`src/rtl/uart_apb_initiator.sv`:
```
// APB3 initiator that configures a CoreUARTapb-style UART after reset, then polls
// its status register and moves bytes between client valid/ready streams and TX/RX data.
module uart_apb_initiator #(
  parameter logic [12:0] BAUD_VALUE = 13'd1,
  parameter logic [2:0]  FRAME_CFG  = 3'b001,
  parameter logic [2:0]  BAUD_FRAC  = 3'd0
) (
  input  logic       PCLK,
  input  logic       PRESET,
  output logic [4:0] PADDR,
  output logic       PSEL,
  output logic       PENABLE,
  output logic       PWRITE,
  output logic [7:0] PWDATA,
  input  logic [7:0] PRDATA,
  input  logic       PREADY,
  input  logic       PSLVERR,
  input  logic       tx_valid,
  input  logic [7:0] tx_data,
  output logic       tx_ready,
  output logic       rx_valid,
  output logic [7:0] rx_data,
  input  logic       rx_ready,
  output logic       cfg_done,
  output logic       par_err,
  output logic       ovf_err,
  output logic       frm_err,
  output logic       slv_err,
  input  logic       err_clr
);

  localparam logic [4:0] ADDR_TXDATA = 5'h00;
  localparam logic [4:0] ADDR_RXDATA = 5'h04;
  localparam logic [4:0] ADDR_CTRL1  = 5'h08;
  localparam logic [4:0] ADDR_CTRL2  = 5'h0C;
  localparam logic [4:0] ADDR_STATUS = 5'h10;
  localparam logic [4:0] ADDR_CTRL3  = 5'h14;

  typedef enum logic [1:0] {PH_IDLE = 2'd0, PH_SETUP = 2'd1, PH_ACCESS = 2'd2} phase_t;
  typedef enum logic [2:0] {
    ST_CFG1 = 3'd0, ST_CFG2 = 3'd1, ST_CFG3 = 3'd2,
    ST_POLL = 3'd3, ST_RDRX = 3'd4, ST_WRTX = 3'd5
  } state_t;

  phase_t     phase_r, phase_nxt_s;
  state_t     state_r, state_nxt_s;
  logic       complete_s, accept_s;
  logic       psel_nxt_s, penable_nxt_s, pwrite_nxt_s;
  logic [4:0] paddr_nxt_s;
  logic [7:0] pwdata_nxt_s;
  logic       psel_r, penable_r, pwrite_r;
  logic [4:0] paddr_r;
  logic [7:0] pwdata_r;
  logic       tx_full_r, tx_full_nxt_s, tx_ready_r;
  logic [7:0] tx_hold_r;
  logic       cfg_done_r, cfg_done_nxt_s;
  logic       rx_valid_r;
  logic [7:0] rx_data_r;
  logic       par_err_r, ovf_err_r, frm_err_r, slv_err_r;
  logic       poll_done_s;

  assign complete_s  = (phase_r == PH_ACCESS) && PREADY;
  assign poll_done_s = complete_s && (state_r == ST_POLL);
  assign accept_s    = tx_valid && tx_ready_r;

  // Phase and main-state registers.
  always_ff @(posedge PCLK or posedge PRESET) begin
    if (PRESET) begin
      phase_r <= PH_IDLE;
      state_r <= ST_CFG1;
    end else begin
      phase_r <= phase_nxt_s;
      state_r <= state_nxt_s;
    end
  end

  // Next phase and next main state; the main state only moves on a completion edge.
  always_comb begin
    phase_nxt_s = phase_r;
    state_nxt_s = state_r;
    case (phase_r)
      PH_IDLE:   phase_nxt_s = PH_SETUP;
      PH_SETUP:  phase_nxt_s = PH_ACCESS;
      PH_ACCESS: phase_nxt_s = PREADY ? PH_IDLE : PH_ACCESS;
      default:   phase_nxt_s = PH_IDLE;
    endcase
    if (complete_s) begin
      case (state_r)
        ST_CFG1: state_nxt_s = ST_CFG2;
        ST_CFG2: state_nxt_s = ST_CFG3;
        ST_CFG3: state_nxt_s = ST_POLL;
        ST_POLL: begin
          if (PRDATA[1] && !rx_valid_r) begin
            state_nxt_s = ST_RDRX;
          end else if (PRDATA[0] && tx_full_r) begin
            state_nxt_s = ST_WRTX;
          end else begin
            state_nxt_s = ST_POLL;
          end
        end
        ST_RDRX: state_nxt_s = ST_POLL;
        ST_WRTX: state_nxt_s = ST_POLL;
        default: state_nxt_s = ST_CFG1;
      endcase
    end else begin
      state_nxt_s = state_r;
    end
  end

  // Bus drive values for the coming cycle, decoded from the next phase/state.
  always_comb begin
    psel_nxt_s    = 1'b0;
    penable_nxt_s = 1'b0;
    pwrite_nxt_s  = 1'b0;
    paddr_nxt_s   = 5'h00;
    pwdata_nxt_s  = 8'h00;
    if (phase_nxt_s != PH_IDLE) begin
      psel_nxt_s    = 1'b1;
      penable_nxt_s = (phase_nxt_s == PH_ACCESS);
      case (state_nxt_s)
        ST_CFG1: begin
          paddr_nxt_s  = ADDR_CTRL1;
          pwrite_nxt_s = 1'b1;
          pwdata_nxt_s = BAUD_VALUE[7:0];
        end
        ST_CFG2: begin
          paddr_nxt_s  = ADDR_CTRL2;
          pwrite_nxt_s = 1'b1;
          pwdata_nxt_s = {BAUD_VALUE[12:8], FRAME_CFG};
        end
        ST_CFG3: begin
          paddr_nxt_s  = ADDR_CTRL3;
          pwrite_nxt_s = 1'b1;
          pwdata_nxt_s = {5'b00000, BAUD_FRAC};
        end
        ST_POLL: paddr_nxt_s = ADDR_STATUS;
        ST_RDRX: paddr_nxt_s = ADDR_RXDATA;
        ST_WRTX: begin
          paddr_nxt_s  = ADDR_TXDATA;
          pwrite_nxt_s = 1'b1;
          pwdata_nxt_s = tx_hold_r;
        end
        default: paddr_nxt_s = 5'h00;
      endcase
    end else begin
      psel_nxt_s = 1'b0;
    end
  end

  // Holding-register and configuration-done next values.
  always_comb begin
    if (complete_s && (state_r == ST_WRTX)) begin
      tx_full_nxt_s = 1'b0;
    end else if (accept_s) begin
      tx_full_nxt_s = 1'b1;
    end else begin
      tx_full_nxt_s = tx_full_r;
    end
    cfg_done_nxt_s = cfg_done_r || (complete_s && (state_r == ST_CFG3));
  end

  // Registered APB outputs.
  always_ff @(posedge PCLK or posedge PRESET) begin
    if (PRESET) begin
      psel_r    <= 1'b0;
      penable_r <= 1'b0;
      pwrite_r  <= 1'b0;
      paddr_r   <= 5'h00;
      pwdata_r  <= 8'h00;
    end else begin
      psel_r    <= psel_nxt_s;
      penable_r <= penable_nxt_s;
      pwrite_r  <= pwrite_nxt_s;
      paddr_r   <= paddr_nxt_s;
      pwdata_r  <= pwdata_nxt_s;
    end
  end

  // Client streams, configuration status and sticky flags (a set beats err_clr).
  always_ff @(posedge PCLK or posedge PRESET) begin
    if (PRESET) begin
      tx_full_r  <= 1'b0;
      tx_hold_r  <= 8'h00;
      tx_ready_r <= 1'b0;
      cfg_done_r <= 1'b0;
      rx_valid_r <= 1'b0;
      rx_data_r  <= 8'h00;
      par_err_r  <= 1'b0;
      ovf_err_r  <= 1'b0;
      frm_err_r  <= 1'b0;
      slv_err_r  <= 1'b0;
    end else begin
      tx_full_r  <= tx_full_nxt_s;
      tx_ready_r <= cfg_done_nxt_s && !tx_full_nxt_s;
      cfg_done_r <= cfg_done_nxt_s;
      if (accept_s) begin
        tx_hold_r <= tx_data;
      end
      if (complete_s && (state_r == ST_RDRX)) begin
        rx_valid_r <= 1'b1;
        rx_data_r  <= PRDATA;
      end else if (rx_ready) begin
        rx_valid_r <= 1'b0;
      end
      par_err_r <= (par_err_r && !err_clr) || (poll_done_s && PRDATA[2]);
      ovf_err_r <= (ovf_err_r && !err_clr) || (poll_done_s && PRDATA[3]);
      frm_err_r <= (frm_err_r && !err_clr) || (poll_done_s && PRDATA[4]);
      slv_err_r <= (slv_err_r && !err_clr) || (complete_s && PSLVERR);
    end
  end

  assign PSEL     = psel_r;
  assign PENABLE  = penable_r;
  assign PWRITE   = pwrite_r;
  assign PADDR    = paddr_r;
  assign PWDATA   = pwdata_r;
  assign tx_ready = tx_ready_r;
  assign rx_valid = rx_valid_r;
  assign rx_data  = rx_data_r;
  assign cfg_done = cfg_done_r;
  assign par_err  = par_err_r;
  assign ovf_err  = ovf_err_r;
  assign frm_err  = frm_err_r;
  assign slv_err  = slv_err_r;

endmodule
```
`config.mk`:
```
export PLATFORM = sky130hd
export DESIGN_NAME = uart_apb_initiator
export DESIGN_NICKNAME = d
export VERILOG_FILES = /design/src/rtl/uart_apb_initiator.sv
export SDC_FILE = /design/constraint.sdc
export NUM_CORES = 1
export LEC_CHECK = 0
export ABC_AREA = 1
export BUFFER_PORTS_ARGS = -buffer_cell sky130_fd_sc_hd__buf_4
export CAP_MARGIN = 25
export CELL_PAD_IN_SITES_DETAIL_PLACEMENT = 0
export CELL_PAD_IN_SITES_GLOBAL_PLACEMENT = 1
export CORE_MARGIN = 1
export CORE_UTILIZATION = 35
export CTS_BUF_LIST = sky130_fd_sc_hd__clkbuf_4
export DETAILED_ROUTE_END_ITERATION = 10
export PLACE_DENSITY_LB_ADDON = 0.1
export SLEW_MARGIN = 20
export SYNTH_ARGS = -nofsm -noshare
export SYNTH_HDL_FRONTEND = slang
export SYNTH_SLANG_ARGS = --single-unit
```
`constraint.sdc`:
```
create_clock -name PCLK -period 1.6 [get_ports PCLK]
set_input_delay 0.16 -clock PCLK [delete_from_list [all_inputs] [get_ports PCLK]]
set_output_delay 0.16 -clock PCLK [all_outputs]
set_load 0.01 [all_outputs]
```
After elaboration in Yosys (flattened, before gate mapping)
Cells that the tools add are included.
- register bits: 45
- bits in latches: 0
- memory bits (writable): 0
- bits in read-only memories: 0
- input port bits: 23
- output and inout bits: 31
- logic and storage cells: 81
- memories: 0
- $add $sub $neg: 0
- multipliers: 0
- divide/modulo/power cells: 0
- $lt $le $gt $ge: 0
- eq/ne operators: 13
- shifts and indexed selects: 0
- multiplexer cells: 18
- bitwise operators: 0
- reductions and logical operators: 33
- operators by type and width (operator ; number):
    case mux 5 bit (5 select lines) ; 1
    logical AND 1 bit ; 17
    case mux 8 bit (2 select lines) ; 1
    == test 3 x 2 -> 1 bit (second input constant) ; 4
    == test 3 bit (second input constant) ; 4
    case mux 3 bit (4 select lines) ; 1
    2-to-1 mux 3 bit ; 3
    2-to-1 mux 1 bit ; 8
    2-to-1 mux 8 bit ; 1
    == test 3 x 1 -> 1 bit (second input constant) ; 2
    zero test 3 bit ; 2
    case mux 2 bit (3 select lines) ; 1
    logical OR 1 bit ; 5
    2-to-1 mux 5 bit ; 1
    == test 2 bit (second input constant) ; 2
    nonzero test 2 bit ; 2
    OR reduction 4 bit ; 1
    zero test 1 bit ; 3
    OR reduction 3 bit ; 1
    == test 2 x 1 -> 1 bit (second input constant) ; 1
    zero test 2 bit ; 1
    2-to-1 mux 2 bit ; 1
    OR reduction 2 bit ; 1

Logic depth before layout (Yosys ltp)
- word-level depth: 9
- mapped depth: 10

Least setup slack after synthesis
OpenSTA, ideal clock, no wires.
- path type: flip-flop to flip-flop
- start: register state_r[2]
- end: register pwdata_r[1] (netlist: PWDATA[1])
- data arrival time: 1.222 ns
- slack: 0.309 ns
- cell stages (with the launch flop): 10
- buffers on the path: 0
- period minus slack after synthesis: 1.291 ns
- cell sequence: dfrtp_1 -> nand2_1 -> inv_2 -> nor2_4 -> nand2_4 -> nand2_8 -> nand2_4 -> nor2_8 -> nand2_2 -> nor2_2
- cells in the longest elaborated chain, start to end: 8
- elaborated cells between the ends (all ways): 15
- classes of those cells: 7 x eq/ne; 4 x mux; 4 x reduce/logical
- ends and longest elaborated chain (what ; RTL line ; RTL):
    from (decl) ; 46 ; state_t state_r, state_nxt_s;
    from (signal assigned) ; 73 ; state_r <= state_nxt_s;
    == test 3 bit or == test 3 x 2 -> 1 bit (tied branches) ; 88 ; case (state_r)
    OR reduction 3 bit (no line) ; -- ;
    case mux 3 bit (4 select lines) (*) ; 88 ;
    2-to-1 mux 3 bit (*) ; 87 ; if (complete_s) begin
    named net state_nxt_s[0] ; 46 ;
    == test 3 x 1 -> 1 bit or zero test 3 bit (tied branches) ; 120 ; case (state_nxt_s)
    OR reduction 2 bit (no line) ; -- ;
    case mux 8 bit (2 select lines) (*) ; 120 ;
    2-to-1 mux 8 bit (*) ; 117 ; if (phase_nxt_s != PH_IDLE) begin
    named net pwdata_nxt_s[1] ; 50 ; logic [7:0] pwdata_nxt_s;
    to (signal assigned) ; 175 ; pwdata_r <= pwdata_nxt_s;
    to (decl) ; 53 ; logic [7:0] pwdata_r;
The timed path passes the listed nets; every way through them passes the cells marked *.
A chain may end at the register's enable or synchronous reset.

Final worst setup path
- start: register state_r[2]
- end: register pwdata_r[3] (netlist: PWDATA[3])
The elaborated chain is that of the path after synthesis.

==> impl_metrics.py <==
metrics = {
    "die": {
        "pin_count": 54,
        "die_y_um": 74.27,
        "die_w_um": 74.27,
        "initial_core_util_pct": 37.46,
        "core_um2": 4880,
        "rows": 25,
        "dieArea_um2": 5516,
    },
    "final_layout": {
        "finalNetCount": 242,
        "area_growth_pct": 31.76,
        "antenna_cells": 0,
        "fin_cells": 287,
        "drive_above_1_share_pct": 48.18,
        "mostFrequentLayoutCells": "buf_4, dfrtp_1, nand2_1",
        "fin_area_um2": 2409,
        "final_common_cell": "buf_4",
    },
    "detailed_routing": {
        "drt_pre_antenna_iters": 4,
        "drtIter0Drc": 48,
        "drcViolationCount": 0,
        "wl_per_cell_um": 12.97,
        "drt_wl_total_um": 3723,
        "via_per_inst": 4.547,
        "ant_nets": 0,
        "num_vias": 1305,
    },
    "grt": {
        "gr-total-overflow": 0,
        "grt_pass1_wl_um": 6216,
        "grt_max_degree": 28,
        "track_usage_pct": 15.52,
        "antenna_found_initial": 0,
        "grt_pass1_vias": 1408,
    },
    "timing": {
        "whs_ns": 0.03027,
        "fin_crit_sh_pct": 89.65,
        "hold_viol_final": 0,
        "fin_crit_ns": 1.434,
        "setup_tns_ns": 0,
        "drv_slew": 0,
        "slew_headroom_pct": 56.91,
        "rsz0062_at_grt": "no",
        "fin_skew_ns": 0.01073,
        "max_freq_mhz": 697.2,
        "worstMarginPinSlew_ns": 0.6423,
        "setup_viol": 0,
    },
    "power": {
        "ir_drop_mv": 0.7358,
        "cellPowerDensity_nw_per_um2": 1615,
        "p_leak_nw": 1.222,
    },
    "synthesis": {
        "syn-cell-area_um2": 1828,
        "synth.distinct_cells": 28,
        "ys_seq_elements": 43,
        "netlist_instances": 158,
        "syn_area_per_cell_um2": 11.57,
        "synth_warnings": 0,
        "yosysSeqAreaShare_pct": 58.86,
    },
    "setup_path": {
        "required_ns": 1.89,
        "crit_arrival_ns": 1.72,
        "worstSetupStartpointType": "flop",
        "crit_fanout": 7,
        "end_kind": "flop",
        "timing_worst_setup_path_type": "flop to flop",
    },
    "place": {
        "placed_cells": 276,
        "port_buffers": 51,
        "dp_hpwl_um": 2791,
        "gp_congestion": 0.7927,
        "placedInstanceArea_um2": 2302,
    },
    "clocking": {
        "cts_root_buf": "clkbuf_4",
        "clock-sinks": 43,
        "clk_latency_ns": 0.35,
        "cts_tree": "done",
        "clkSlewWorstSetupHoldPaths_ns": 0.13,
        "numCtsBuffers": 5,
        "cts_resized": 0,
        "cts_buffer_depth": 2,
        "cts_max_level": 2,
    },
    "flow_run": {
        "drv_cap": 0,
    },
    "hold_path": {
        "min_path_type": "input port to flop",
    },
    "run_status": {
        "outcome": "finished, final reports clean",
    },
}
## metrics by stage
step / setup slack (ns) / total power [mW] / utilization, %
6_report: 0.1656 / 3.891 / 49.36
5_1_grt: 0.03814 / 4.174 / 49.36
4_1_cts: 0.1437 / 3.959 / 49.36
3_5_place_dp: 0.1718 / 3.270 / 47.18
3_3_place_gp: 0.2180 / 3.216 / 47.18
2_1_floorplan: 0.3085 / 2.702 / -
## kinds of logic after synthesis
kind of cell,Yosys count,synth area share (%)
simple gates,65,22.18
flops,43,58.86
buf+inv,20,4.996
compound gates,16,5.133
mux,13,8.624
other cells,1,0.2051
## what timing repair did
action                    4_1_cts  5_1_grt
hold buffers                    3        0
hold endpoints to repair       18        0
buffers inserted                0        0
## flip-flops by register name, summed over array words and instances (netlist names), 2 cells and up
| signal | cells |
|---|---|
| PWDATA | 8 |
| PADDR | 3 |
| tx_hold_r | 8 |
| rx_data | 8 |
| phase_r | 2 |
| state_r | 3 |
## cell type report
class / instances / area [µm²]
inverter: 16 / 60.06
timing repair buffer: 57 / 447.9
tap: 67 / 83.83
clock inverter: 3 / 38.79
multi-input combinational: 96 / 664.4
fill: 496 / 2471
clock buffer: 5 / 37.54
sequential: 43 / 1076
## power breakdown
| part | switching [mW] | internal [mW] | leakage (nW) |
|---|---|---|---|
| Sequential | 0.248 | 1.44 | 0.548 |
| Combinational | 0.837 | 0.699 | 0.631 |
| Clock | 0.342 | 0.322 | 0.0426 |
| Total | 1.43 | 2.46 | 1.22 |
## metal layers
layer  track usage (%)  vias up  part of all wire (%)
li1                  -      624                     -
met1             16.90      625                    41
met2             27.47       46                    50
met3             3.930       10                   6.2
met4             8.805        0                   3.0
met5                 0        -                     0
## synthesized netlist by cell type
master    instances  share of area (%)
o22ai_1           4                1.4
buf_6             1               0.62
buf_4             2               0.82
mux2_2           10                6.2
inv_1            14                2.9
nor2_4            3                1.8
nand4_1           2               0.68
nand3_1           4                1.1
nand2_4           4                2.5
nor2_2            7                2.4
nor2_1            8                1.6
o21bai_1          1               0.41
nand2_1          21                4.3
nand4_2           1               0.68
nand2_8           1                1.1
dfrtp_1          43                 59
o21ai_1           4                1.1
mux2_4            3                2.5
conb_1            1               0.21
a21oi_1           3               0.82
o21ai_0           2               0.55
nand3_2           2                1.1
nand2_2          11                3.8
buf_2             1               0.27
nor2_8            1                1.1
a21boi_0          1               0.41
a41oi_1           1               0.48
inv_2             2               0.41
## worst paths after layout
path / depth (start not counted) / slack [ns] / to / start
max: 9 / 0.17 / PWDATA[3] / state_r[2]
max reg2reg: 9 / 0.17 / PWDATA[3] / state_r[2]
min reg2reg: 2 / 0.51 / cfg_done / cfg_done
min in group asynchronous: 3 / 0.37 / rx_data[3] / PRESET
min: 2 / 0.03 / tx_hold_r[6] / tx_data[6]
max in group asynchronous: 4 / 0.73 / PADDR[4] / PRESET
## worst max-delay path, cell delays in order, from the launching register on
cell and delay [ns]:
dfrtp_1 0.51, nand2_1 0.13, inv_2 0.05, nor2_4 0.14
nand2_4 0.09, nand2_8 0.07, nand2_4 0.07, nor2_8 0.18
nand2_2 0.07, nor2_2 0.07
No activity file was read; power rests on OpenSTA's default activity.
